===== config.mk =====
export PLATFORM = sky130hd
export DESIGN_NAME = pipe_ctrl_unit
export DESIGN_NICKNAME = d
export VERILOG_FILES = /design/src/rtl/pipe_pkg.sv /design/src/rtl/pipe_decode.sv /design/src/rtl/pipe_ctrl_unit.sv
export SDC_FILE = /design/constraint.sdc
export NUM_CORES = 1
export LEC_CHECK = 0
export CORE_ASPECT_RATIO = 0.9
export CORE_MARGIN = 10
export CORE_UTILIZATION = 48
export CTS_CLUSTER_DIAMETER = 50
export DETAILED_ROUTE_END_ITERATION = 10
export PLACE_DENSITY = 0.82
export RECOVER_POWER = 25
export SETUP_SLACK_MARGIN = 0.1
export SLEW_MARGIN = 15
export SYNTH_ARGS = -nofsm -noshare
export SYNTH_HDL_FRONTEND = slang
export SYNTH_SLANG_ARGS = --single-unit

===== constraint.sdc =====
create_clock -name CLK -period 2.1 [get_ports CLK]
set_input_delay 0.42 -clock CLK [delete_from_list [all_inputs] [get_ports CLK]]
set_output_delay 0.42 -clock CLK [all_outputs]
set_load 0.02 [all_outputs]

===== src/rtl/pipe_pkg.sv =====
// rtl/pipe_pkg.sv - shared opcodes, mux encodings and control bundle for the pipe control unit
// Purpose: common definitions imported by pipe_decode and pipe_ctrl_unit.
// Contents: RV32I opcode constants, writeback/B-operand mux encodings,
//           the per-stage control bundle ctrl_t and its BUBBLE value.
package pipe_pkg;

  localparam logic [6:0] OP_R      = 7'b0110011;
  localparam logic [6:0] OP_IALU   = 7'b0010011;
  localparam logic [6:0] OP_LOAD   = 7'b0000011;
  localparam logic [6:0] OP_STORE  = 7'b0100011;
  localparam logic [6:0] OP_BRANCH = 7'b1100011;
  localparam logic [6:0] OP_JAL    = 7'b1101111;
  localparam logic [6:0] OP_JALR   = 7'b1100111;

  localparam logic [1:0] REWR_NONE = 2'b00;
  localparam logic [1:0] REWR_MEM  = 2'b01;
  localparam logic [1:0] REWR_ALU  = 2'b10;

  localparam logic [1:0] BMUX_IMM  = 2'b00;
  localparam logic [1:0] BMUX_FOUR = 2'b01;
  localparam logic [1:0] BMUX_RS2  = 2'b11;

  typedef struct packed {
    logic       valid;
    logic [6:0] alu_op;
    logic       amux;
    logic [1:0] bmux;
    logic       is_jalr;
    logic       wen;
    logic [3:0] be;
    logic       rf_we;
    logic [1:0] rewr;
  } ctrl_t;

  localparam ctrl_t BUBBLE = '{
    valid:   1'b0,
    alu_op:  7'd0,
    amux:    1'b0,
    bmux:    BMUX_IMM,
    is_jalr: 1'b0,
    wen:     1'b1,
    be:      4'd0,
    rf_we:   1'b0,
    rewr:    REWR_NONE
  };

endpackage


===== src/rtl/pipe_decode.sv =====
// rtl/pipe_decode.sv - combinational opcode decoder for the pipe control unit
// Purpose: map an ID-stage opcode to its control bundle and source-register usage.
// Ports:
//   opcode_i    in  7  ID opcode
//   ctrl_o      out    decoded control bundle (BUBBLE for unknown opcodes)
//   uses_rs1_o  out 1  instruction reads rs1
//   uses_rs2_o  out 1  instruction reads rs2
module pipe_decode
  import pipe_pkg::*;
(
  input  logic [6:0] opcode_i,
  output ctrl_t      ctrl_o,
  output logic       uses_rs1_o,
  output logic       uses_rs2_o
);

  always_comb begin
    ctrl_o     = BUBBLE;
    uses_rs1_o = 1'b0;
    uses_rs2_o = 1'b0;
    case (opcode_i)
      OP_R: begin
        ctrl_o.valid = 1'b1; ctrl_o.alu_op = opcode_i;
        ctrl_o.rf_we = 1'b1; ctrl_o.rewr = REWR_ALU;
        ctrl_o.amux  = 1'b1; ctrl_o.bmux = BMUX_RS2;
        uses_rs1_o   = 1'b1; uses_rs2_o  = 1'b1;
      end
      OP_IALU: begin
        ctrl_o.valid = 1'b1; ctrl_o.alu_op = opcode_i;
        ctrl_o.rf_we = 1'b1; ctrl_o.rewr = REWR_ALU;
        ctrl_o.amux  = 1'b1; ctrl_o.bmux = BMUX_IMM;
        uses_rs1_o   = 1'b1;
      end
      OP_LOAD: begin
        ctrl_o.valid = 1'b1; ctrl_o.alu_op = opcode_i;
        ctrl_o.rf_we = 1'b1; ctrl_o.rewr = REWR_MEM;
        ctrl_o.amux  = 1'b1; ctrl_o.bmux = BMUX_IMM;
        uses_rs1_o   = 1'b1;
      end
      OP_STORE: begin
        ctrl_o.valid = 1'b1; ctrl_o.alu_op = opcode_i;
        ctrl_o.wen   = 1'b0; ctrl_o.be   = 4'b1111;
        ctrl_o.amux  = 1'b1; ctrl_o.bmux = BMUX_IMM;
        uses_rs1_o   = 1'b1; uses_rs2_o  = 1'b1;
      end
      OP_BRANCH: begin
        ctrl_o.valid = 1'b1; ctrl_o.alu_op = opcode_i;
        ctrl_o.amux  = 1'b0; ctrl_o.bmux = BMUX_IMM;
        uses_rs1_o   = 1'b1; uses_rs2_o  = 1'b1;
      end
      OP_JAL: begin
        ctrl_o.valid = 1'b1; ctrl_o.alu_op = opcode_i;
        ctrl_o.rf_we = 1'b1; ctrl_o.rewr = REWR_ALU;
        ctrl_o.amux  = 1'b0; ctrl_o.bmux = BMUX_FOUR;
      end
      OP_JALR: begin
        ctrl_o.valid = 1'b1; ctrl_o.alu_op = opcode_i;
        ctrl_o.rf_we = 1'b1; ctrl_o.rewr = REWR_ALU;
        ctrl_o.amux  = 1'b0; ctrl_o.bmux = BMUX_FOUR;
        ctrl_o.is_jalr = 1'b1;
        uses_rs1_o   = 1'b1;
      end
      default: ;
    endcase
  end

endmodule


===== src/rtl/pipe_ctrl_unit.sv =====
// rtl/pipe_ctrl_unit.sv - pipelined control and hazard unit for the 5-stage RV32I core
// Purpose: carry decoded control through EX/MEM/WB, resolve load-use stalls,
//          memory-latency freezes and taken-branch/jump flushes, count retirements.
// Ports:
//   CLK, RST (sync, active-high)
//   ID_VALID, ID_OPCODE, ID_RS1, ID_RS2, ID_RD   ID-stage instruction
//   EX_TAKEN                                     branch outcome of the EX instruction
//   EX_VALID, EX_ALU_OP, EX_AMUX, EX_BMUX, EX_IS_JALR   EX controls
//   MEM_WEN (active-low), MEM_BE                 MEM controls
//   WB_RF_WE, WB_REWR_MUX                        WB controls
//   PC_WR, IR_WR, FLUSH                          fetch/ID control (combinational)
//   NUM_INST                                     retired-instruction count
module pipe_ctrl_unit
  import pipe_pkg::*;
#(
  parameter int MEM_LAT   = 1,
  parameter int NUMINST_W = 32
) (
  input  logic                 CLK,
  input  logic                 RST,
  input  logic                 ID_VALID,
  input  logic [6:0]           ID_OPCODE,
  input  logic [4:0]           ID_RS1,
  input  logic [4:0]           ID_RS2,
  input  logic [4:0]           ID_RD,
  input  logic                 EX_TAKEN,
  output logic                 EX_VALID,
  output logic [6:0]           EX_ALU_OP,
  output logic                 EX_AMUX,
  output logic [1:0]           EX_BMUX,
  output logic                 EX_IS_JALR,
  output logic                 MEM_WEN,
  output logic [3:0]           MEM_BE,
  output logic                 WB_RF_WE,
  output logic [1:0]           WB_REWR_MUX,
  output logic                 PC_WR,
  output logic                 IR_WR,
  output logic                 FLUSH,
  output logic [NUMINST_W-1:0] NUM_INST
);

  localparam logic [1:0] WAIT_INIT = 2'(MEM_LAT - 1);

  ctrl_t                id_ctrl;
  logic                 id_uses_rs1, id_uses_rs2;

  ctrl_t                ex_q, ex_d;
  logic [4:0]           ex_rd_q;
  logic                 mem_valid_q, mem_wen_q, mem_rf_we_q;
  logic [3:0]           mem_be_q;
  logic [1:0]           mem_rewr_q;
  logic                 wb_valid_q, wb_rf_we_q;
  logic [1:0]           wb_rewr_q;
  logic [1:0]           wait_q, wait_d;
  logic [NUMINST_W-1:0] num_q, num_d;

  logic mem_wait, flush, stall, ex_load, rs_hit;

  pipe_decode u_decode (
    .opcode_i   (ID_OPCODE),
    .ctrl_o     (id_ctrl),
    .uses_rs1_o (id_uses_rs1),
    .uses_rs2_o (id_uses_rs2)
  );

  always_comb begin
    mem_wait = (wait_q != 2'd0);
    // A freeze masks the flush: the EX instruction is not allowed to redirect
    // fetch until the pipe is moving again.
    flush = !mem_wait && ex_q.valid &&
            (((ex_q.alu_op == OP_BRANCH) && EX_TAKEN) ||
             (ex_q.alu_op == OP_JAL) || (ex_q.alu_op == OP_JALR));
    ex_load = ex_q.valid && (ex_q.alu_op == OP_LOAD) && (ex_rd_q != 5'd0);
    rs_hit  = (id_uses_rs1 && (ID_RS1 == ex_rd_q)) ||
              (id_uses_rs2 && (ID_RS2 == ex_rd_q));
    stall   = !mem_wait && !flush && ID_VALID && ex_load && rs_hit;

    ex_d = (ID_VALID && !flush && !stall) ? id_ctrl : BUBBLE;
    // Counter is armed by whatever memory op moves from EX into MEM this edge.
    wait_d = (ex_q.valid && ((ex_q.alu_op == OP_LOAD) || (ex_q.alu_op == OP_STORE)))
             ? WAIT_INIT : 2'd0;
    num_d = wb_valid_q ? num_q + {{(NUMINST_W-1){1'b0}}, 1'b1} : num_q;
  end

  always_ff @(posedge CLK) begin
    if (RST) begin
      ex_q        <= BUBBLE;
      ex_rd_q     <= 5'd0;
      mem_valid_q <= 1'b0;
      mem_wen_q   <= 1'b1;
      mem_be_q    <= 4'd0;
      mem_rf_we_q <= 1'b0;
      mem_rewr_q  <= REWR_NONE;
      wb_valid_q  <= 1'b0;
      wb_rf_we_q  <= 1'b0;
      wb_rewr_q   <= REWR_NONE;
      wait_q      <= 2'd0;
      num_q       <= '0;
    end else if (mem_wait) begin
      wait_q <= wait_q - 2'd1;
    end else begin
      ex_q        <= ex_d;
      ex_rd_q     <= ID_RD;
      mem_valid_q <= ex_q.valid;
      mem_wen_q   <= ex_q.wen;
      mem_be_q    <= ex_q.be;
      mem_rf_we_q <= ex_q.rf_we;
      mem_rewr_q  <= ex_q.rewr;
      wb_valid_q  <= mem_valid_q;
      wb_rf_we_q  <= mem_rf_we_q;
      wb_rewr_q   <= mem_rewr_q;
      wait_q      <= wait_d;
      num_q       <= num_d;
    end
  end

  assign EX_VALID    = ex_q.valid;
  assign EX_ALU_OP   = ex_q.alu_op;
  assign EX_AMUX     = ex_q.amux;
  assign EX_BMUX     = ex_q.bmux;
  assign EX_IS_JALR  = ex_q.is_jalr;
  assign MEM_WEN     = mem_wen_q;
  assign MEM_BE      = mem_be_q;
  assign WB_RF_WE    = wb_rf_we_q;
  assign WB_REWR_MUX = wb_rewr_q;
  assign PC_WR       = !mem_wait && !stall;
  assign IR_WR       = !mem_wait && !stall;
  assign FLUSH       = flush;
  assign NUM_INST    = num_q;

endmodule


**After elaboration in Yosys (flattened, before gate mapping)**

Index checks and enable logic that the tools add are counted.

- Register bits: 72
- Input bits: 26
- Logic and storage cells: 72

- $add $sub $neg: 2
- Equality and inequality tests: 13
- Muxes and demuxes: 7
- Bitwise operators: 1
- Reduce and logical (&&, ||, !) cells: 29

Operators by type and width:

| kind | number |
|---|---|
| 11-bit one-hot mux with 4 select lines | 1 |
| 7-bit == test (second input constant) | 6 |
| 32-bit by 1-bit adder with 32-bit output (second input constant) | 1 |
| 20-bit two-way mux | 1 |
| 7-bit by 2-bit == test with 1-bit output (second input constant) | 2 |
| 7-bit by 6-bit == test with 1-bit output (second input constant) | 2 |
| 1-bit logical AND | 14 |
| 5-bit == test | 2 |
| 7-bit by 5-bit == test with 1-bit output (second input constant) | 1 |
| 3-bit one-hot mux with 2 select lines | 1 |
| 3-bit OR reduction | 2 |
| 6-bit OR reduction | 1 |
| 5-bit two-way mux | 1 |
| 5-bit nonzero test | 1 |
| 2-bit OR reduction | 2 |
| 4-bit OR reduction | 1 |
| 1-bit logical NOT | 3 |
| 1-bit logical OR | 3 |
| 1-bit two-way mux | 3 |
| 2-bit AND reduction | 1 |
| 2-bit nonzero test | 1 |
| 2-bit by 1-bit subtractor with 2-bit output (second input constant) | 1 |
| 1-bit inverter | 1 |

**Depth between registers and ports, before layout**

Gate-level depths: netlist of run 1.

- Word-level depth: 13
- Mapped depth: 9

**Cells and area by module**

From an unflattened synthesis of run 1, not the netlist that was laid out.

- Cell total of the unflattened synthesis: 347
- Area, all modules: 3233.1 um^2

Modules (own cells, without submodules):

| module | times used | cells each | area an instance (um^2) | sequential area each (um^2) |
|---|---|---|---|---|
| pipe_ctrl_unit | 1 | 313 | 3015.4 | 1441.4 |
| pipe_decode | 1 | 34 | 217.7 | 0.0 |

**Least setup slack after synthesis of run 1**

Ideal clock, no wire load.

- Kind: input port to output port
- Start: input port ID_OPCODE[5]
- End: output port PC_WR
- Data arrival time: 1.696 ns
- Setup slack: -0.016 ns
- Stages: 6
- Path buffers: 1
- Path through: a21bo_2 nor4_2 nand4_1 a211oi_2 nor2b_1 buf_4

- Cells in the longest elaborated chain, start to end: 8

Ends and longest elaborated chain:

| what | line | RTL |
|---|---|---|
| start: declaration | pipe_ctrl_unit.sv:22 | `input logic [6:0] ID_OPCODE,` |
| 7-bit by 6-bit == test with 1-bit output (tied with other cells) | pipe_decode.sv:21 | `case (opcode_i)` |
| 6-bit OR reduction (no source line) / 3-bit OR reduction (equally long branches) | -- |  |
| 1-bit two-way mux | pipe_decode.sv:21 |  |
| 1-bit logical AND (on tied branches) | pipe_ctrl_unit.sv:74, pipe_ctrl_unit.sv:75 |  |
| 1-bit logical OR * | pipe_ctrl_unit.sv:74 | `rs_hit = (id_uses_rs1 && (ID_RS1 == ex_rd_q)) \|\|` |
| 1-bit logical AND * | pipe_ctrl_unit.sv:76 | `stall = !mem_wait && !flush && ID_VALID && ex_load && rs_hit;` |
| 1-bit logical NOT * | -- |  |
| 1-bit logical AND * | -- |  |
| end: declaration | pipe_ctrl_unit.sv:36 | `output logic PC_WR,` |

Every way passes the cells marked *; elsewhere a longest branch is shown, timed or not.

**Worst setup path in the final report of run 1**

- Start: register ex_rd_q[1]
- End: output port IR_WR

- Cells in the longest elaborated chain, start to end: 6

Ends and longest elaborated chain:

| what | line | RTL |
|---|---|---|
| start: declaration | pipe_ctrl_unit.sv:48 | `logic [4:0] ex_rd_q;` |
| start signal: assignment | pipe_ctrl_unit.sv:88 | `ex_rd_q <= 5'd0;` |
| start signal: assignment | pipe_ctrl_unit.sv:103 | `ex_rd_q <= ID_RD;` |
| 5-bit == test (tied with other cells) | pipe_ctrl_unit.sv:74 |  |
| 1-bit logical AND (on tied branches) | pipe_ctrl_unit.sv:74, pipe_ctrl_unit.sv:73, pipe_ctrl_unit.sv:75 |  |
| 1-bit logical OR / 1-bit logical AND (equally long branches) | pipe_ctrl_unit.sv:74, pipe_ctrl_unit.sv:76 |  |
| 1-bit logical AND * | pipe_ctrl_unit.sv:76 |  |
| 1-bit logical NOT * | pipe_ctrl_unit.sv:127 | `assign IR_WR = !mem_wait && !stall;` |
| 1-bit logical AND * | pipe_ctrl_unit.sv:127 |  |
| end: declaration | pipe_ctrl_unit.sv:37 | `output logic IR_WR,` |

Marks and branches as above.

==> metrics.md, run 1 <==
| Metric | Value |
|---|---|
| Status | finished with violations |
| Failing checks | setup timing |
| Hold Crit Class | reg -> reg |
| Die Y | 95.3 um |
| Starting Density | 49.5% |
| Worst R2R Path Depth | 8 |
| Cells after Synth | 346 |
| Worst slew pin tran | 635 ps |
| MaxCap Viol Count | 0 |
| Fin worst setup slack | -78.2 ps |
| ANT nets after route | 0 |
| Register share of total power | 45.9% |
| Clock skew | about 13 ps |
| CTS tree | built |
| Die Area | 0.00989 mm^2 |
| Setup violators final | 2 |
| DR pass1 iterations | 4 |
| Leak | between 1.5 and 2 nW |
| DP Wirelength | 5.76 mm |
| Post-Syn Area | approximately 0.0030 mm^2 |
| Initial antenna violation count | 0 |
| Finished Layout Cells | 534 |
| Worst skew pair latency | 340 ps |
| Die X | 104 um |
| Post-Syn Nets | ~370 |
| CP Buf/Inv Count | 1 |
| Critical path depth | 5 |
| CP delay by family, top | simple AND/OR/NAND/NOR gates |
| Largest cells by area after synthesis | dfxtp_1 (44%), xor2_1 (7.8%), nor2_1 (5.6%) |
| Post-Place Cells | 517 |
| Crit Path Class | reg -> out |
| Total power | ~2.8 mW |
| Vias after detailed routing | 2784 |
| Yosys top cell area share | 43.6% |
| RePlAce Congestion | 0.858 |
| PortBufs | 80 |
| Pre-CTS setup slack | -732 ps |
| #FFs+latches synth | 66 |
| Largest net degree at the start of global routing | 50 |
| Antenna fix cells | 0 |
| Final min period | 2180 ps |
| Sum Neg Setup Slack | -156 ps |
| Final count of pins violating max slew | 0 |
| Fill cells | about 470 |
| Unique masters post-synth | 41 |
| Sequential Area | 0.00133 mm^2 |
| Sw power | 0.645 mW |
| CTS Buf Count | 9 |
| Worst ir drop on vdd | 0.000341 V |
| Reg-to-reg endpoint | NUM_INST[27] |
| Reg clk slew, reported paths | about 70 ps |
| Worst path cell trace | or4_4, o21ai_4, a211oi_4, nor2b_4, buf_6 |
| Residual DRC count | 0 |
| # IOs | approximately 80 |
| Crit path from | ex_rd_q[1] |
| Gate power share | 10.6% |
| Sw Ratio | between 20% and 30% |
| Critical Path Fanout Max | 4 |
| Multi-input logic area | approximately 0.0016 mm^2 |
| Routed wire length per instance | 14.7 um |
| Max clock buf depth | 2 |
| Vias in the first global route | 2793 |
| Final Hold Fails | 0 |
| R2r setup slk | 90 ps |
| Rows | 27 |
| Int Power | about 2.1 mW |
| Global router's overall resource usage | 16.0% |
| Worst Setup Start Kind | flop |
| CTS Root Cell | clkbuf_8 |
| Clock sink count | 66 |
| Syn Area/Cell | 8.75 um^2 |
| CP required | 1680 ps |
| Sequential area share after synthesis | roughly 44% |
| Starting DRT DRC Count | between 150 and 200 |
| Fin util | 70.5% |
| Post-synth top area cell | dfxtp_1 |
| Worst Setup End Kind | output pin |
| DR vias/cell | 5.21 |
| CP arrival | 1760 ps |
| Fmax | 459 MHz |
| Nets | 470 |
| Share of cells above drive strength 1 | 15.9% |
| H-tree levels | 3 |
| Core Area | 0.00611 mm^2 |
| Rel. slew slack | between 50 and 60% |
| Clk pwr share | 43.5% |
| First-pass GRT wire length | 13.1 mm |
| Warnings, synthesis | 0 |
| RSZ-0062 raised after global routing | true |
| Slowest CP cell | or4_4 |
| Area grow syn2layout | 42.4% |
| Critical path endpoint | IR_WR |
| Final period utilization | 104% |
| RR Startpoint | wait_q[0] |
| Biggest cell delay along the critical path | approximately 550 ps |
| PwrDens | ~650 mW/mm^2 |
| Drt total wl | 7.87 mm |
| GR Overflow Total | 0 |
## worst min-delay path by stage
stage	from	to	slack, ps	cells after the start
2_1_floorplan	wait_q[0]	wait_q[0]	400	1
3_3_place_gp	wait_q[0]	wait_q[0]	410	1
3_5_place_dp	wait_q[0]	wait_q[0]	430	1
4_1_cts	wait_q[0]	wait_q[0]	440	1
5_1_grt	wait_q[0]	wait_q[0]	460	1
6_report	wait_q[0]	wait_q[0]	430	1
## power by group through the flow
stage	Sequential (mW)	Combinational (mW)	Clock, mW
3_3_place_gp	1.31	0.285	0
3_5_place_dp	1.31	0.289	0
4_1_cts	1.28	0.294	1.24
2_1_floorplan	1.31	0.151	0
6_report	1.28	0.296	1.22
5_1_grt	1.28	0.319	1.29
## synthesized netlist by cell type
library cell	n
nor4_2	1
o21a_1	1
nand3_1	16
clkbuf_1	9
nor2b_1	4
a21oi_1	7
o21ai_0	20
and2_1	2
buf_4	15
or4_1	2
a32o_1	1
a211oi_1	1
or3_2	1
buf_1	2
a21bo_2	1
xor2_1	27
a211o_1	1
nand4_1	13
buf_2	4
nor3_4	1
nand2b_1	1
xnor2_1	9
nand2_1	35
a21o_1	2
nor4_1	2
and3_2	1
ha_1	2
nor2_1	45
and4_1	3
and4b_1	2
a211oi_2	1
nor3_1	7
mux2i_1	14
or3_1	4
dfxtp_1	66
inv_1	6
o2111ai_1	2
nand3_4	2
nor4b_1	1
o31ai_1	3
and3_1	9
## final cells by class
class | count | share of cell area (%)
flip-flops and latches | 66 | 30.8
repair buffers | 115 | 23.9
well taps | 87 | 2.53
inverters | 6 | 0.522
multi-input cells | 244 | 36.9
clock inverters | 4 | 1.71
clock buffers | 12 | 3.60
## repair_timing
action	in CTS	in global routing
buffers inserted	1	0
resized for setup	38	12
setup endpoints to repair	3	4
hold buffers	0	0
pin swaps	9	9
## state kept, by name, summed over array words and instances (netlist names)
| name | cells |
|---|---|
| WB_REWR_MUX | 2 |
| EX_BMUX | 2 |
| mem_valid_q | 1 |
| ex_q | 5 |
| EX_ALU_OP | 7 |
| EX_AMUX | 1 |
| mem_rf_we_q | 1 |
| mem_rewr_q | 2 |
| MEM_WEN | 1 |
| wait_q | 2 |
| MEM_BE | 1 |
| EX_VALID | 1 |
| NUM_INST | 32 |
| wb_valid_q | 1 |
| EX_IS_JALR | 1 |
| ex_rd_q | 5 |
| WB_RF_WE | 1 |
## kinds of logic after synthesis
group / after synthesis / share of synthesized area [%]
flops: 66 / 43.6
mux: 14 / 4.63
compound gates: 40 / 8.14
simple gates: 152 / 25.9
buf+inv: 36 / 6.49
xor+xnor: 36 / 10.4
fa+ha+maj: 2 / 0.826
## per-stage QoR
step | cell area, um^2 | hold slack, ps
after CTS | 4310 | 438
after floorplan | 3040 | 397
after global routing | 4310 | 458
after global placement | 4040 | 407
after detailed placement | 4040 | 429
final | 4310 | 434
## routing by layer
metal	up-vias	part of all wire, %	GRT usage, %
met5	-	0	0
met4	0	1.7	5.56
met3	14	8.0	7.01
met2	91	48	27.2
met1	1318	43	17.8
li1	1361	-	-
## layout by cell type (no fill, tap or decap), drive strengths merged, types with 3 or more instances in the layout
master,netlist,layout
xnor2,9,9
a21oi,7,7
and4,3,3
xor2,27,27
or3,5,5
nor4,3,3
buf,21,34
clkdlybuf4s15,0,3
nor2,45,45
dlygate4sd2,0,9
inv,6,6
clkbuf,9,17
clkdlybuf4s50,0,62
nor3,8,8
mux2i,14,14
o31ai,3,3
nand3,18,18
and3,10,10
nor2b,4,4
o21ai,20,20
dfxtp,66,66
nand4,13,13
nand2,35,35
No activity file was read; power rests on OpenSTA's default activity.
==> run 2: changes to the inputs <==
- CTS_CLUSTER_DIAMETER: 50 -> 60
==> results of run 2 <==
Final layout, timing and power as in run 1 (identical DEF).
==> run 3: changes to the inputs <==
- RECOVER_POWER: 25 -> unset
==> run 3 against run 2 <==
Net effect:
- the flow still finishes with violations (setup timing)
- via count is 0.43% lower
- sequential share of layout area is 0.23 points lower
- critical path depth stayed put
- worst hold slack worse by 1.6 ps
- total power is 0.29% higher
- setup slack worse by 2.0 ps
- critical path type unchanged
==> metrics.md, run 3 (synthesized netlist as in run 1, its figures left out) <==
| Metric | Value |
|---|---|
| Vias after detailed routing | 2772 (was 2784) |
| Hold Crit Class | reg -> reg (unchanged) |
| Worst ir drop on vdd | 0.000341 V (about the same) |
| Worst R2R Path Depth | 8 (unchanged) |
| R2r setup slk | 270 ps (was 90 ps) |
| Drt total wl | 7.85 mm (was 7.87 mm) |
| Critical Path Fanout Max | 4 (unchanged) |
| Pre-CTS setup slack | -732 ps (unchanged) |
| Status | finished with violations (unchanged) |
| GR Overflow Total | 0 (unchanged) |
| Starting Density | 49.5% (unchanged) |
| Final period utilization | 104% (about the same) |
| CTS tree | built (unchanged) |
| Reg-to-reg endpoint | NUM_INST[27] (unchanged) |
| Failing checks | setup timing (unchanged) |
| Hold path startpoint | wait_q[0] (unchanged) |
| CTS Buf Count | 9 (unchanged) |
| Crit path from | ex_rd_q[1] (unchanged) |
| DR vias/cell | 5.19 (was 5.21) |
| RePlAce Congestion | 0.858 (unchanged) |
| Slowest CP cell | or4_4 (unchanged) |
| Worst Setup Start Kind | flop (unchanged) |
| Rows | 27 (unchanged) |
| # IOs | 81 (unchanged) |
| Worst path cell trace | or4_4, o21ai_4, a211oi_4, nor2b_4, buf_6 (unchanged) |
| Reg clk slew, reported paths | 70 ps (about the same) |
| Crit Path Class | reg -> out (unchanged) |
| Fmax | 459 MHz (about the same) |
| Most frequent cells in the layout | dfxtp_1 (64), clkdlybuf4s50_1 (62), nor2_1 (45), buf_4 (35), nand2_1 (34) (was dfxtp_1 (64), clkdlybuf4s50_1 (62), nor2_1 (45), nand2_1 (34), buf_4 (30)) |
| Share of cells above drive strength 1 | 17.2% (was 15.9%) |
| Finished Layout Cells | 534 (unchanged) |
| DR pass1 iterations | 4 (unchanged) |
| CP Buf/Inv Count | 1 (unchanged) |
| Core Area | 0.00611 mm^2 (unchanged) |
| Routed wire length per instance | 14.7 um (about the same) |
| Biggest cell delay along the critical path | 550 ps (about the same) |
| Commonest non-fill, non-tap cell in the layout | dfxtp_1 (unchanged) |
| Min-Delay Endpoint | wait_q[0] (unchanged) |
| Residual DRC count | 0 (unchanged) |
| ANT nets after route | 0 (unchanged) |
| H-tree levels | 3 (unchanged) |
| Die Area | 0.00989 mm^2 (unchanged) |
| CP required | 1680 ps (about the same) |
| RR Startpoint | wait_q[0] (unchanged) |
| Rel. slew slack | 67.0% (was 57.7%) |
| Hold_buf cts | 0 (unchanged) |
| Worst skew pair latency | 340 ps (about the same) |
| Die X | 104 um (unchanged) |
| First-pass GRT wire length | 13.1 mm (unchanged) |
| MaxCap Viol Count | 0 (unchanged) |
| DP Wirelength | 5.76 mm (unchanged) |
| Max clock buf depth | 2 (unchanged) |
| Final Hold Fails | 0 (unchanged) |
| CP arrival | 1760 ps (about the same) |
| PwrDens | 645 mW/mm^2 (was 648 mW/mm^2) |
| Global router's overall resource usage | 16.0% (unchanged) |
| Setup violators final | 2 (unchanged) |
| Post-Place Cells | 517 (unchanged) |
| RSZ-0062 raised after global routing | true (unchanged) |
| Max reg flops | 32 (unchanged) |
| Hold Path Depth | 1 (unchanged) |
| Critical path depth | 5 (unchanged) |
| Nets | 470 (unchanged) |
| Largest net degree at the start of global routing | 50 (unchanged) |
| PortBufs | 80 (unchanged) |
| Leak | 1.78 nW (was 1.76 nW) |
| Fin worst setup slack | -80.2 ps (was -78.2 ps) |
| Worst slew pin tran | 490 ps (was 635 ps) |
| Final count of pins violating max slew | 0 (unchanged) |
| Die Y | 95.3 um (unchanged) |
| Worst Setup End Kind | output pin (unchanged) |
| Area grow syn2layout | 43.4% (was 42.4%) |
| Vias in the first global route | 2793 (unchanged) |
| Initial antenna violation count | 0 (unchanged) |
| Final min period | 2180 ps (about the same) |
| Clock skew | 12.2 ps (was 12.6 ps) |
| Starting DRT DRC Count | 147 (was 158) |
| Antenna fix cells | 0 (unchanged) |
| Clock sink count | 66 (unchanged) |
| CP delay by family, top | simple AND/OR/NAND/NOR gates (unchanged) |
| CTS Root Cell | clkbuf_8 (unchanged) |
run 3: metal layers:
layer	share of wire [%]	wire, um	global-route usage (%)	vias to the layer above
met5	0	0	0	-
met4	1.5	117	5.56	0
met1	43	3390	17.8	1319
met3	7.5	591	7.01	11
met2	48	3760	27.2	79
li1	-	-	-	1363
run 3: final cells by class:
| cell class | count | area [um^2] |
|---|---|---|
| sequential | 66 | 1330 |
| timing repair buffer | 115 | 1050 |
| clock buffer | 12 | 155 |
| clock inverter | 4 | 73.8 |
| multi-input combinational | 244 | 1610 |
| inverter | 6 | 22.5 |
| fill | 463 | 1770 |
| tap | 87 | 109 |
run 3: worst register-to-register path, stage by stage, from the launching register on:
cell     delay (ps)
dfxtp_1         310
inv_1            60
ha_2            200
buf_4           180
nand3_4         120
nor3_4          200
nand3_4         140
or4_1           410
a21oi_1         150
run 3: how the worst max path moves through the flow:
stage	endpoint	slack, ps
after floorplan	PC_WR	90
after global placement	PC_WR	-680
after detailed placement	IR_WR	-730
after CTS	IR_WR	-120
after global routing	PC_WR	-140
final	IR_WR	-80
run 3: repair_timing:
item / in CTS / in global routing
pin swaps: 9 / 9
resized for setup: 38 / 12
setup buffers: 1 / 0
endpoints found under the setup margin: 3 / 4
run 3: per-stage QoR:
stage | TNS (ps) | hold WS (ps) | instance area, um^2 | total power, mW | util, %
floorplan | 0 | 397 | 3040 | 1.46 | -
global placement | -3440 | 407 | 4040 | 1.59 | 66.0
detailed placement | -4550 | 429 | 4040 | 1.60 | 66.0
CTS | -248 | 438 | 4310 | 2.81 | 70.4
global route | -276 | 458 | 4340 | 2.91 | 71.0
finish | -160 | 432 | 4340 | 2.80 | 71.0
run 3: report_power, final:
group          internal, mW  switching (mW)  leakage [nW]
logic                 0.157           0.149          1.13
registers              1.27          0.0144         0.534
clock network         0.734           0.481         0.117
